**src/rtl/fetch_unit.sv**
```systemverilog
// fetch_unit: instruction-fetch stage for the 8-bit pipeline.
// Owns the PC and sequences one-word and two-word instructions.
// Two-word instructions are marked by an opcode upper nibble of MW_NIBBLE.
// The opcode of a two-word instruction is parked in op_hold while its second
// byte is fetched. The opcode is then published on IF/ID on the same edge on
// which the immediate register captures instr_data, so decode sees both
// bytes together.
module fetch_unit #(
    parameter logic [7:0] RESET_VEC = 8'h00,
    parameter logic [3:0] MW_NIBBLE = 4'hC
) (
    input  logic       clk,
    input  logic       rst_n,
    input  logic       stall,
    input  logic       branch_taken,
    input  logic [7:0] branch_target,
    output logic [7:0] instr_addr,
    input  logic [7:0] instr_data,
    output logic       IR_en,
    output logic [7:0] ifid_instr,
    output logic [7:0] ifid_pc,
    output logic       ifid_valid
);

    typedef enum logic {S_OP = 1'b0, S_IMM = 1'b1} state_t;

    state_t     state, state_nxt;
    logic [7:0] pc, pc_nxt;
    logic [7:0] op_hold, op_hold_nxt;
    logic [7:0] op_pc, op_pc_nxt;
    logic [7:0] ifid_instr_nxt, ifid_pc_nxt;
    logic       ifid_valid_nxt;
    logic       mw;

    assign instr_addr = pc;
    assign mw         = (instr_data[7:4] == MW_NIBBLE);

    // State and pipeline registers; reset discards any half-fetched opcode
    always_ff @(posedge clk) begin
        if (!rst_n) begin
            state      <= S_OP;
            pc         <= RESET_VEC;
            op_hold    <= 8'h00;
            op_pc      <= 8'h00;
            ifid_instr <= 8'h00;
            ifid_pc    <= 8'h00;
            ifid_valid <= 1'b0;
        end else begin
            state      <= state_nxt;
            pc         <= pc_nxt;
            op_hold    <= op_hold_nxt;
            op_pc      <= op_pc_nxt;
            ifid_instr <= ifid_instr_nxt;
            ifid_pc    <= ifid_pc_nxt;
            ifid_valid <= ifid_valid_nxt;
        end
    end

    // Next-state and IR_en: branch beats stall, stall beats normal advance
    always_comb begin
        state_nxt      = state;
        pc_nxt         = pc;
        op_hold_nxt    = op_hold;
        op_pc_nxt      = op_pc;
        ifid_instr_nxt = ifid_instr;
        ifid_pc_nxt    = ifid_pc;
        ifid_valid_nxt = ifid_valid;
        IR_en          = 1'b0;

        if (branch_taken) begin
            // Redirect: any half-fetched two-word instruction is dropped
            pc_nxt         = branch_target;
            state_nxt      = S_OP;
            ifid_valid_nxt = 1'b0;
        end else if (!stall) begin
            unique case (state)
                S_OP: begin
                    pc_nxt = pc + 8'h01;
                    if (mw) begin
                        // Park the opcode and insert a bubble until the immediate arrives
                        op_hold_nxt    = instr_data;
                        op_pc_nxt      = pc;
                        ifid_valid_nxt = 1'b0;
                        state_nxt      = S_IMM;
                    end else begin
                        ifid_instr_nxt = instr_data;
                        ifid_pc_nxt    = pc;
                        ifid_valid_nxt = 1'b1;
                    end
                end
                S_IMM: begin
                    // Immediate is on the bus now; issue the parked opcode alongside it
                    IR_en          = rst_n;
                    ifid_instr_nxt = op_hold;
                    ifid_pc_nxt    = op_pc;
                    ifid_valid_nxt = 1'b1;
                    pc_nxt         = pc + 8'h01;
                    state_nxt      = S_OP;
                end
                default: state_nxt = S_OP;
            endcase
        end
    end

endmodule

```
**config.mk**
```make
export PLATFORM = sky130hd
export DESIGN_NAME = fetch_unit
export DESIGN_NICKNAME = d
export VERILOG_FILES = /design/src/rtl/fetch_unit.sv
export SDC_FILE = /design/constraint.sdc
export NUM_CORES = 1
export LEC_CHECK = 0
export CAP_MARGIN = 20
export CORE_ASPECT_RATIO = 2
export CORE_MARGIN = 2
export CORE_UTILIZATION = 48
export DETAILED_ROUTE_END_ITERATION = 10
export PLACE_DENSITY = 0.77
export SLEW_MARGIN = 20
export SYNTH_ARGS = -nofsm -noshare
export SYNTH_HDL_FRONTEND = slang
export SYNTH_SLANG_ARGS = --single-unit
export TNS_END_PERCENT = 30
```
**constraint.sdc**
```tcl
create_clock -name clk -period 1.9 [get_ports clk]
set_clock_uncertainty 0.2 [all_clocks]
set_input_delay 0.19 -clock clk [delete_from_list [all_inputs] [get_ports clk]]
set_output_delay 0.19 -clock clk [all_outputs]
set_load 0.005 [all_outputs]
```
## Yosys cells after proc, flatten, opt, wreduce, memory -nomap -nowiden

Index checks and enable logic that the tools add are counted.

- Bits in registers: 42
- Bits of input ports: 20
- Output and inout port bits: 26
- Word-level logic and storage cells: 31

- Add/sub/neg operators: 1
- Eq/ne operators: 3
- Muxes and demuxes: 13
- Bitwise gates (word level): 4
- Reductions and logical operators: 3

Operators by type and width:

| operator | number |
|---|---|
| two-way mux 8 bit | 4 |
| case mux 8 bit (2 select lines) | 2 |
| adder 8 x 1 -> 8 bit (second input constant) | 1 |
| two-way mux 1 bit | 5 |
| == test 4 bit (second input constant) | 1 |
| inverter 1 bit | 4 |
| case mux 1 bit (2 select lines) | 2 |
| AND reduction 4 bit | 1 |
| AND reduction 3 bit | 1 |
| != test 2 x 1 -> 1 bit (second input constant) | 1 |
| != test 2 bit (second input constant) | 1 |
| OR reduction 2 bit | 1 |

## Depth between registers and ports, before layout

- Depth after elaboration: 3
- Mapped depth: 5
- Mapped depth without buffers: 4

## Worst setup path after synthesis

OpenSTA, ideal clock, no wires.

- Path type: register to register
- Start: reg state
- End: reg op_pc[1]
- Setup time: 0.072 ns
- Data arrival time: 1.449 ns
- Required time: 1.628 ns
- Slack: 0.179 ns
- Cell stages (with the launch flop): 6
- Buffers on the path: 2
- Period minus slack after synthesis: 1.721 ns
- Cell sequence: dfxtp_1 buf_6 nand4bb_4 nor4_4 buf_6 mux2i_1

- Longest elaborated chain between the ends: 2

RTL lines:

| item | RTL line | source |
|---|---|---|
| from (decl) | 27 | `state_t state, state_nxt;` |
| from (signal assigned) | 49 | `state <= state_nxt;` |
| inverter 1 bit (no source line) | n/a |  |
| AND reduction 4 bit (no source line) | n/a |  |
| to (signal assigned) | 52 | `op_pc <= op_pc_nxt;` |
| to (decl) | 30 | `logic [7:0] op_pc, op_pc_nxt;` |

No other way between the ends.
A chain may end at the register's enable or synchronous reset.

## Final worst setup path

- Start: in stall
- End: out IR_en

- Longest elaborated chain between the ends: 2

RTL lines:

| item | RTL line | source |
|---|---|---|
| from (decl) | 14 | `input logic stall,` |
| two-way mux 1 bit | 75 | `end else if (!stall) begin` |
| two-way mux 1 bit | 70 | `if (branch_taken) begin` |
| to (decl) | 19 | `output logic IR_en,` |

No other way between the ends.

==> summary.md <==
| Metric | Value |
|---|---|
| Min Clock Period, post-route | `1.85 ns` |
| Syn nets | `231` |
| Commonest non-fill, non-tap cells in the layout | `nand2_1 (58), clkdlybuf4s50_1 (43), dfxtp_1 (41)` |
| Top_reg_cell synth | `dfxtp_1` |
| Finish-stage setup viols | `0` |
| Final Hold Fails | `0` |
| Synth Register Bits | `42` |
| Slew headroom | `0.749` |
| Die area | `4680 µm²` |
| Post-synth ARST share | `0` |
| HPWL Detailed | `3.07 mm` |
| Leakage Power | `1.02 nW` |
| Clk buf depth | `2` |
| Sequential share of power | `0.541` |
| Int Power | `between 0.001 and 0.0015 W` |
| Maximum operating frequency | `541 MHz` |
| R2R depth | `4` |
| Starting Density | `0.493` |
| Status | `complete, no violations` |
| H-tree depth | `2` |
| Clock Sink Count | `between 40 and 50` |
| Die X | `49.4 µm` |
| Clock Power Share | `0.310` |
| Hold_buf cts | `0` |
| Cell mode on critical path | `clkdlybuf4s50_1` |
| TritonCTS clock tree | `built` |
| Net Switching | `roughly 0.00043 W` |
| CP peak stage delay | `0.50 ns` |
| Syn Inst Count | `210` |
| Chip height | `94.7 µm` |
| Number of port buffers | `45` |
| RePlAce Congestion | `a little under 0.8` |
| Initial antenna violation count | `0` |
| Placed inst area | `about 2500 µm²` |
| Worst-margin pin slew | `0.376 ns` |
| Area Growth Syn to Fin | `32.0%` |
| Via density | `5.15` |
| First drt pass iteration count | `6` |
| Worst Setup SP | `stall` |
| Comb pwr share | `0.149` |
| Largest net degree at the start of global routing | `34` |
| DRT iter0 DRCs | `25` |
| Register-to-register setup slack | `0.26 ns` |
| Met3 global-route usage | `0.0506` |
| Yosys warns | `0` |
| Crit start category | `input port` |
| Gr usage total | `0.200` |
| CTS Buf Count | `5` |
| P per Cell Area | `around 670 nW/µm²` |
| Cells along the critical path | `clkdlybuf4s50_1 -> nor2_2 -> and3_1 -> clkdlybuf4s50_1` |
| Layout cells sized above 1 | `0.167` |
| Slew Limit Fails | `0` |
| Vias | `roughly 1,600` |
| Register area share after synthesis | `0.426` |
| NumNets Final | `284` |
| FF-to-FF Start | `instr_addr[0]` |
| Worst-Skew Late Latency | `0.29 ns` |
| Clk slew on worst S/H paths | `0.08 ns` |
| R2r endpoint | `instr_addr[6]` |
| Post-route ant nets | `0` |
| GR peak layer | `met2` |
| Number of distinct library cells after synthesis | `35` |
| IO Pins | `46` |
| DRC | `0` |
| Post-Place Worst Slack | `-0.00518 ns` |
| Finished Cell Area | `2610 µm²` |
| Crit end category | `output port` |
| Post-synth EDFFs | `0` |
| CP Data Required Time | `1.51 ns` |
| Post-Route WL | `4.22 mm` |
| Core area | `4010 µm²` |
| HP Class | `in2reg` |
| Clock root cell | `clkbuf_8` |
| Critical path class | `in2out` |
| Net Sw Frac | `0.249` |
| DR WL/cell | `13.4 µm` |
| First-pass GRT wire length | `7.21 mm` |
| Commonest non-fill, non-tap cell in the layout | `nand2_1` |
| Met1 Use GR | `0.225` |
| VDD IR max | `slightly above 0.6 mV` |
| Met2 GRT Util | `0.357` |
| Synth Area per Inst | `~9.4 µm²` |
| Gr ovfl total | `0` |
| Critical Path AT | `1.46 ns` |
| Final period util | `0.973` |
| Max-Cap Viols | `0` |
| Worst Setup EP | `IR_en` |
| Worst Setup Slack, final | `just over 0.05 ns` |
| Vias in the first global route | `around 1,600` |
| Synthesized area | `1980 µm²` |
| Maximum fanout along the worst path | `4` |
| Antenna diodes | `0` |
| Critical path's slowest cell | `clkdlybuf4s50_1` |
| FP Rows | `33` |
## power groups by stage
stage	Clock, W	Combinational [W]	Sequential [W]
3_5_place_dp	0	0.000260	0.000965
6_report	0.000541	0.000261	0.000945
4_1_cts	0.000554	0.000262	0.000944
3_3_place_gp	0	0.000255	0.000964
5_1_grt	0.000586	0.000288	0.000949
2_1_floorplan	0	0.000127	0.000958
## Yosys cell counts, types with 2 or more instances
cell / number / share of area
a21oi_1: 3 / 0.0076
a31oi_1: 3 / 0.0095
buf_6: 3 / 0.017
clkbuf_1: 10 / 0.019
dfxtp_1: 42 / 0.43
inv_1: 2 / 0.0038
mux2_2: 16 / 0.091
mux2i_1: 30 / 0.15
nand2_1: 58 / 0.11
nand2b_1: 2 / 0.0063
nand3_1: 2 / 0.0051
nor2_1: 4 / 0.0076
nor3b_1: 3 / 0.011
o21a_1: 2 / 0.0076
o21ai_0: 6 / 0.015
or3_1: 4 / 0.013
xnor2_1: 2 / 0.0089
## cell type report
cell class                      instances  area (µm²)
Tap cell                               52        65.1
Timing Repair Buffer                   60         561
Sequential cell                        42         842
Clock buffer                            5        68.8
Multi-Input combinational cell        151        1050
Inverter                                3        11.3
Clock inverter                          2        10.0
Fill cell                             347        1400
## worst max-delay path: cells and delay by family
kind	cells	cell delay, ns
buffers and inverters	2	0.97
and+or+nand+nor	2	0.30
## logic make-up after synthesis
group | after synthesis | share of synthesized area
AOI/OAI and AO/OA | 20 | 0.0665
xor gates and xnor gates | 3 | 0.0133
adders and majority gates | 1 | 0.00633
buffers and inverters | 17 | 0.0443
DFF | 42 | 0.426
muxes | 46 | 0.243
and+or+nand+nor | 81 | 0.201
## layer usage
| layer | vias to the layer above | wire [µm] |
|---|---|---|
| met4 | 0 | 93 |
| met2 | 45 | 2090 |
| met5 | - | 0 |
| li1 | 822 | - |
| met1 | 748 | 1810 |
| met3 | 8 | 222 |
## per-stage QoR
| step | power (W) | TNS [ns] | instances | util | hold slack [ns] |
|---|---|---|---|---|---|
| floorplan | 0.00108 | 0 | 210 | - | 0.132 |
| global placement | 0.00122 | 0 | 307 | 0.628 | 0.238 |
| detailed placement | 0.00122 | -0.00518 | 307 | 0.628 | 0.247 |
| CTS | 0.00176 | 0 | 314 | 0.648 | 0.211 |
| global route | 0.00182 | -0.00894 | 315 | 0.651 | 0.230 |
| finish | 0.00175 | 0 | 315 | 0.651 | 0.198 |
## state kept, by name, indices dropped and copies added (netlist names)
| register | flops |
|---|---|
| state | 1 |
| ifid_instr | 8 |
| ifid_pc | 8 |
| op_hold | 8 |
| instr_addr | 8 |
| ifid_valid | 1 |
| op_pc | 8 |
## worst min path at each step
stage / startpoint / endpoint / slack (ns) / cells after the start
after floorplan: instr_data[0] / op_hold[0] / 0.13 / 2
after global placement: op_hold[0] / op_hold[0] / 0.24 / 2
after detailed placement: op_hold[3] / op_hold[3] / 0.25 / 2
after CTS: rst_n / instr_addr[7] / 0.21 / 4
after global routing: branch_taken / instr_addr[2] / 0.23 / 3
final: branch_taken / instr_addr[2] / 0.20 / 3
## timing repair
| item | in CTS | in global routing |
|---|---|---|
| setup endpoints to repair | 1 | 1 |
| pin swaps | 0 | 1 |
| resized for setup | 1 | 2 |
| buffers inserted | 0 | 1 |
| gates cloned | 0 | 0 |
Power figures use the tool's default switching activity.
